===== config.mk =====
export PLATFORM = sky130hd
export DESIGN_NAME = instr_encoder
export DESIGN_NICKNAME = d
export VERILOG_FILES = /design/src/rtl/instr_encoder_pkg.sv /design/src/rtl/instr_encoder_rv_field_pack.sv /design/src/rtl/instr_encoder.sv
export SDC_FILE = /design/constraint.sdc
export NUM_CORES = 1
export LEC_CHECK = 0
export ABC_AREA = 0
export CELL_PAD_IN_SITES_DETAIL_PLACEMENT = 0
export CELL_PAD_IN_SITES_GLOBAL_PLACEMENT = 1
export CORE_MARGIN = 1
export CORE_UTILIZATION = 39
export CTS_BUF_LIST = sky130_fd_sc_hd__clkbuf_16
export CTS_CLUSTER_DIAMETER = 80
export DETAILED_ROUTE_END_ITERATION = 8
export MAX_ROUTING_LAYER = met4
export PLACE_DENSITY_LB_ADDON = 0.3
export SLEW_MARGIN = 0
export SYNTH_ARGS = -nofsm -noshare
export SYNTH_HDL_FRONTEND = slang
export SYNTH_HIERARCHICAL = 1
export SYNTH_SLANG_ARGS = --single-unit
export TNS_END_PERCENT = 100

===== constraint.sdc =====
create_clock -name clk -period 3.4 [get_ports clk]
set_input_delay 0.68 -clock clk [delete_from_list [all_inputs] [get_ports clk]]
set_output_delay 0.68 -clock clk [all_outputs]
set_load 0.03 [all_outputs]

===== src/rtl/instr_encoder_pkg.sv =====
// Shared RV32I encode/decode constants and enums for the addi/bne subset.
package instr_encoder_pkg;

  localparam logic [6:0] OP_IMM    = 7'b0010011;
  localparam logic [6:0] OP_BRANCH = 7'b1100011;

  localparam logic [2:0] F3_ADDI = 3'b000;
  localparam logic [2:0] F3_BNE  = 3'b001;

  typedef enum logic {
    OP_ADDI = 1'b0,
    OP_BNE  = 1'b1
  } op_e;

  typedef enum logic [1:0] {
    IDLE = 2'd0,
    LOAD = 2'd1,
    DONE = 2'd2
  } state_e;

endpackage


===== src/rtl/instr_encoder_rv_field_pack.sv =====
// Combinational packer: instruction record fields -> 32-bit RV32I word,
// flagging immediates that cannot be represented in the target format.
module rv_field_pack
  import instr_encoder_pkg::*;
(
  input  op_e         op,
  input  logic [4:0]  rd,
  input  logic [4:0]  rs1,
  input  logic [4:0]  rs2,
  input  logic [12:0] imm,
  output logic [31:0] word,
  output logic        illegal
);

  // Select the I-type or B-type layout; illegal marks out-of-range or odd offsets.
  always_comb begin
    word    = '0;
    illegal = 1'b0;
    case (op)
      OP_ADDI: begin
        word    = {imm[11:0], rs1, F3_ADDI, rd, OP_IMM};
        illegal = (imm[12] != imm[11]);
      end
      OP_BNE: begin
        word    = {imm[12], imm[10:5], rs2, rs1, F3_BNE, imm[4:1], imm[11], OP_BRANCH};
        illegal = imm[0];
      end
      default: begin
        word    = '0;
        illegal = 1'b1;
      end
    endcase
  end

endmodule


===== src/rtl/instr_encoder.sv =====
// Program loader: accepts decoded records, encodes them and writes the words
// sequentially into instruction memory starting at BASE_ADDR.
//
// state | meaning
// IDLE  | waiting for the first start pulse after reset
// LOAD  | accepting records, one registered write per accepted legal record
// DONE  | last record seen or memory full; waits for start
module instr_encoder
  import instr_encoder_pkg::*;
#(
  parameter int DEPTH      = 64,
  parameter int ADDR_WIDTH = 8,
  parameter int BASE_ADDR  = 0
) (
  input  logic                       clk,
  input  logic                       rst_n,
  input  logic                       start,
  input  logic                       in_valid,
  output logic                       in_ready,
  input  logic                       in_op,
  input  logic [4:0]                 in_rd,
  input  logic [4:0]                 in_rs1,
  input  logic [4:0]                 in_rs2,
  input  logic [12:0]                in_imm,
  input  logic                       in_last,
  output logic                       wr_en,
  output logic [ADDR_WIDTH-1:0]      wr_addr,
  output logic [31:0]                wr_data,
  output logic                       busy,
  output logic                       done,
  output logic                       err,
  output logic [$clog2(DEPTH):0]     word_count
);

  localparam int CW = $clog2(DEPTH) + 1;
  localparam logic [CW-1:0]         DEPTH_C = CW'(DEPTH);
  localparam logic [CW:0]           DEPTH_W = (CW+1)'(DEPTH);
  localparam logic [ADDR_WIDTH-1:0] BASE_C  = ADDR_WIDTH'(BASE_ADDR);
  localparam logic [ADDR_WIDTH-1:0] STEP_C  = ADDR_WIDTH'(4);

  state_e                r_state;
  logic                  r_wr_en;
  logic [ADDR_WIDTH-1:0] r_wr_addr;
  logic [31:0]           r_wr_data;
  logic [ADDR_WIDTH-1:0] r_addr;
  logic                  r_err;
  logic [CW-1:0]         r_word_count;

  logic [31:0]           w_word;
  logic                  w_illegal;
  logic [CW:0]           w_fill;
  logic [CW-1:0]         w_wc_inc;
  logic                  w_ready;
  logic                  w_accept;

  rv_field_pack u_pack (
    .op      (op_e'(in_op)),
    .rd      (in_rd),
    .rs1     (in_rs1),
    .rs2     (in_rs2),
    .imm     (in_imm),
    .word    (w_word),
    .illegal (w_illegal)
  );

  // A write still in the output register counts against capacity.
  assign w_fill   = {1'b0, r_word_count} + (CW+1)'(r_wr_en);
  assign w_wc_inc = r_word_count + CW'(1);
  assign w_ready  = (r_state == LOAD) && (w_fill < DEPTH_W) && !start;
  assign w_accept = in_valid && w_ready;

  // FSM, address/word counters and the registered memory-write port.
  always_ff @(posedge clk or negedge rst_n) begin
    if (!rst_n) begin
      r_state      <= IDLE;
      r_wr_en      <= 1'b0;
      r_wr_addr    <= '0;
      r_wr_data    <= '0;
      r_addr       <= BASE_C;
      r_err        <= 1'b0;
      r_word_count <= '0;
    end else begin
      r_wr_en <= 1'b0;
      if (r_wr_en && (r_word_count != DEPTH_C))
        r_word_count <= w_wc_inc;

      if (start) begin
        r_state      <= LOAD;
        r_word_count <= '0;
        r_addr       <= BASE_C;
        r_err        <= 1'b0;
      end else begin
        case (r_state)
          LOAD: begin
            if (w_accept) begin
              if (w_illegal) begin
                r_err <= 1'b1;
              end else begin
                r_wr_en   <= 1'b1;
                r_wr_addr <= r_addr;
                r_wr_data <= w_word;
                r_addr    <= r_addr + STEP_C;
              end
              if (in_last)
                r_state <= DONE;
            end
            // Final word of a full memory is leaving the output register.
            if (r_wr_en && (w_wc_inc >= DEPTH_C))
              r_state <= DONE;
          end
          default: r_state <= r_state;
        endcase
      end
    end
  end

  assign in_ready   = w_ready;
  assign wr_en      = r_wr_en;
  assign wr_addr    = r_wr_addr;
  assign wr_data    = r_wr_data;
  assign busy       = (r_state == LOAD);
  assign done       = (r_state == DONE);
  assign err        = r_err;
  assign word_count = r_word_count;

endmodule

==> impl_metrics.py <==
metrics = {
    "status": {
        "status": "finished with violations",
        "violations": "DRC",
    },
    "setup_path": {
        "critPathLaunchType": "primary input",
        "crit_family": "buffers and inverters",
        "crit_buf_inv": 2,
        "crit_chain": "clkdlybuf4s50_1, nor3b_4, o21ai_0, nor2_1, buf_4",
        "critical-path-max-stage-delay_ps": 460,
        "crit_fanout": 4,
        "setup.worst_path.class": "in2out",
        "crit_required_ps": 2720,
        "critPathSlowestCell": "clkdlybuf4s50_1",
        "cp-end-kind": "primary output",
        "critPathArrivalTime_ps": 1970,
    },
    "yosys": {
        "synth_compound_area_share_pct": 5.69,
        "synth_area_leader_cell": "dfrtp_1",
        "avgSynthCellArea_sq_um": 12.6,
        "synthMuxAreaShare_pct": 22.3,
        "ys_ff_latch": 55,
        "synth-xor-area-share_pct": 1.63,
        "synth_flop_cell": "dfrtp_1",
        "ys_seq_area_share_pct": 51.3,
        "synth_top_cell_area_share_pct": 51.3,
        "synth_cells": 213,
        "yosys.area_share.simple_pct": 8.07,
        "synthArstFlopShare_pct": 100,
        "yosysWarnings": 6,
        "yosys.cell_types.count": 39,
        "syn_area_sq_um": 2680,
        "synth_area_leaders": "dfrtp_1 (51%), mux2_2 (18%), buf_4 (6.4%)",
        "synth_fa_ha_area_share_pct": 1.40,
        "synth_edf_count": 0,
        "synth_top_family_by_area": "multiplexers",
    },
    "sta": {
        "finalCritPeriodShare_pct": 77.8,
        "rsz0062_at_grt": "false",
        "max_freq_mhz": 378,
        "maxSlewHeadroom_pct": 53.9,
        "setup-violations-final": 0,
        "hold_viol": 0,
        "tightest_slew_ps": 691,
        "final.setup.tns_ps": 0,
        "fin_ws_ps": 754,
        "fin_skew_ps": 7.05,
        "finalCriticalPeriod_ps": 2650,
        "slew_viol_final": 0,
    },
    "floorplanning": {
        "core_sq_um": 6490,
        "die_h_um": 84.9,
        "row_count": 29,
        "start_util_pct": 41.3,
        "num_io_pins": 86,
        "die_area_sq_um": 7210,
        "die_w_um": 84.9,
    },
    "global_route": {
        "grt_overflow": 0,
        "grt_antenna_before_repair": 0,
        "grt_pass1_vias": 1721,
        "grt_usage_pct": 15.5,
        "grt_pass1_wl_mm": 8.45,
        "grt_start_max_net_pins": 32,
    },
    "clock_network": {
        "ctsResizeCount": 0,
        "cts.root.buffer_cell": "clkbuf_16",
        "max-clock-path-buffers": 2,
        "clock_latency_ps": 280,
        "postCtsSetupRepairBufs": 0,
        "cts_htree_levels": 2,
        "cts_tree": "done",
        "cts_inserted_buffers": 5,
        "cts_hold_buf": 0,
        "clock_sinks": 55,
        "path_clk_slew_ps": 70,
    },
    "flow_run": {
        "maxCapViolCount": 0,
    },
    "finish": {
        "utilization_pct": 55.2,
        "fin_nets": 320,
        "area_growth_pct": 33.7,
        "drive_gt1_share_pct": 23.6,
        "antenna_cells": 0,
    },
    "detailed_routing": {
        "drcViolationCount": 7,
        "drtIter0Drc": 63,
        "wl_mm": 5.27,
        "routed_via_density": 4.87,
        "first_pass_iters": 8,
        "dr_total_vias": 1757,
        "wl_per_cell_um": 14.6,
        "ant_nets": 0,
    },
    "placement": {
        "port_buffers": 83,
        "dp_hpwl_mm": 3.77,
        "routabilityCongestion": 0.716,
        "pre_cts_ws_ps": 716,
    },
    "pwr": {
        "p_leak_nw": 1.57,
        "ir_drop_mv": 0.303,
        "total_power_mw": 2.13,
        "cellPowerDensity_nw_per_um2": 595,
    },
    "worst_hold_path": {
        "hp-class": "in2async",
    },
}
==> kinds of logic after synthesis <==
logic type | after synthesis
other | 3
muxes | 51
DFF | 55
AOI/OAI and AO/OA | 23
xor gates and xnor gates | 5
adders and majority gates | 3
buffers and inverters | 37
and+or+nand+nor | 36
==> per-layer routing <==
layer  vias up  GRT usage (%)  share of wire, %
met5         -              -                 0
met4         0           3.70              0.55
met3         2           3.50               5.2
met2        50           25.4                49
met1       859           19.6                45
li1        846              -                 -
==> synth_stat cells (4+ instances only) <==
library cell and instances:
o21ai_0 9, nand2_1 5, nand3_1 5, nor2_1 7, a21oi_1 4, mux2_4 7
mux2_2 42, dfrtp_1 55, or3_1 5, inv_1 7, buf_4 23
==> sequential cells by signal, indices dropped and copies added, names as in the netlist <==
register,count
r_state,2
word_count,7
r_addr,6
err,1
wr_data,32
wr_en,1
wr_addr,6
==> worst paths after layout <==
path                            depth (start not counted)            end  slack [ps]           from
worst max-delay path                                    5       in_ready         750          start
worst min-delay path                                    1  word_count[0]         430          rst_n
worst max register to register                          4     wr_data[9]        1460  word_count[2]
worst min register to register                          1    wr_data[27]         500    wr_data[27]
max in group asynchronous                               2            err        2160          rst_n
min in group clk                                        1    wr_data[27]         500    wr_data[27]
==> layout by cell type, fill, tap and decap left out, types with 3 or more instances in the layout <==
cell and instances:
a21oi_1 4, buf_4 6, clkbuf_16 5, clkdlybuf4s50_1 81, conb_1 8, dfrtp_1 55
ha_1 3, inv_1 9, mux2_2 42, mux2_4 7, nand2_1 5, nand3_1 5
nor2_1 7, nor2b_1 3, o21ai_0 9, or3_1 5, xor2_1 3
==> through the flow <==
stage | cell area, sq um | hold slack (ps) | instances
6_report | 3580 | 432 | 361
5_1_grt | 3580 | 493 | 361
4_1_cts | 3580 | 455 | 361
3_5_place_dp | 3450 | 492 | 353
3_3_place_gp | 3450 | 486 | 353
2_1_floorplan | 2700 | 384 | 218
==> final cells by class <==
class | instances | area (sq um)
Fill cell | 571 | 2910
Sequential cell | 55 | 1380
Multi-Input combinational cell | 126 | 1090
Timing Repair Buffer | 88 | 861
Clock buffer | 5 | 125
Tap cell | 77 | 96.3
Inverter | 7 | 26.3
Clock inverter | 3 | 12.5
==> where the power goes <==
part	total, mW	internal, mW	switching (mW)
clock network	0.482	0.267	0.215
registers	0.855	0.787	0.0671
logic	0.797	0.380	0.417
(Power assumes the default switching activity.)
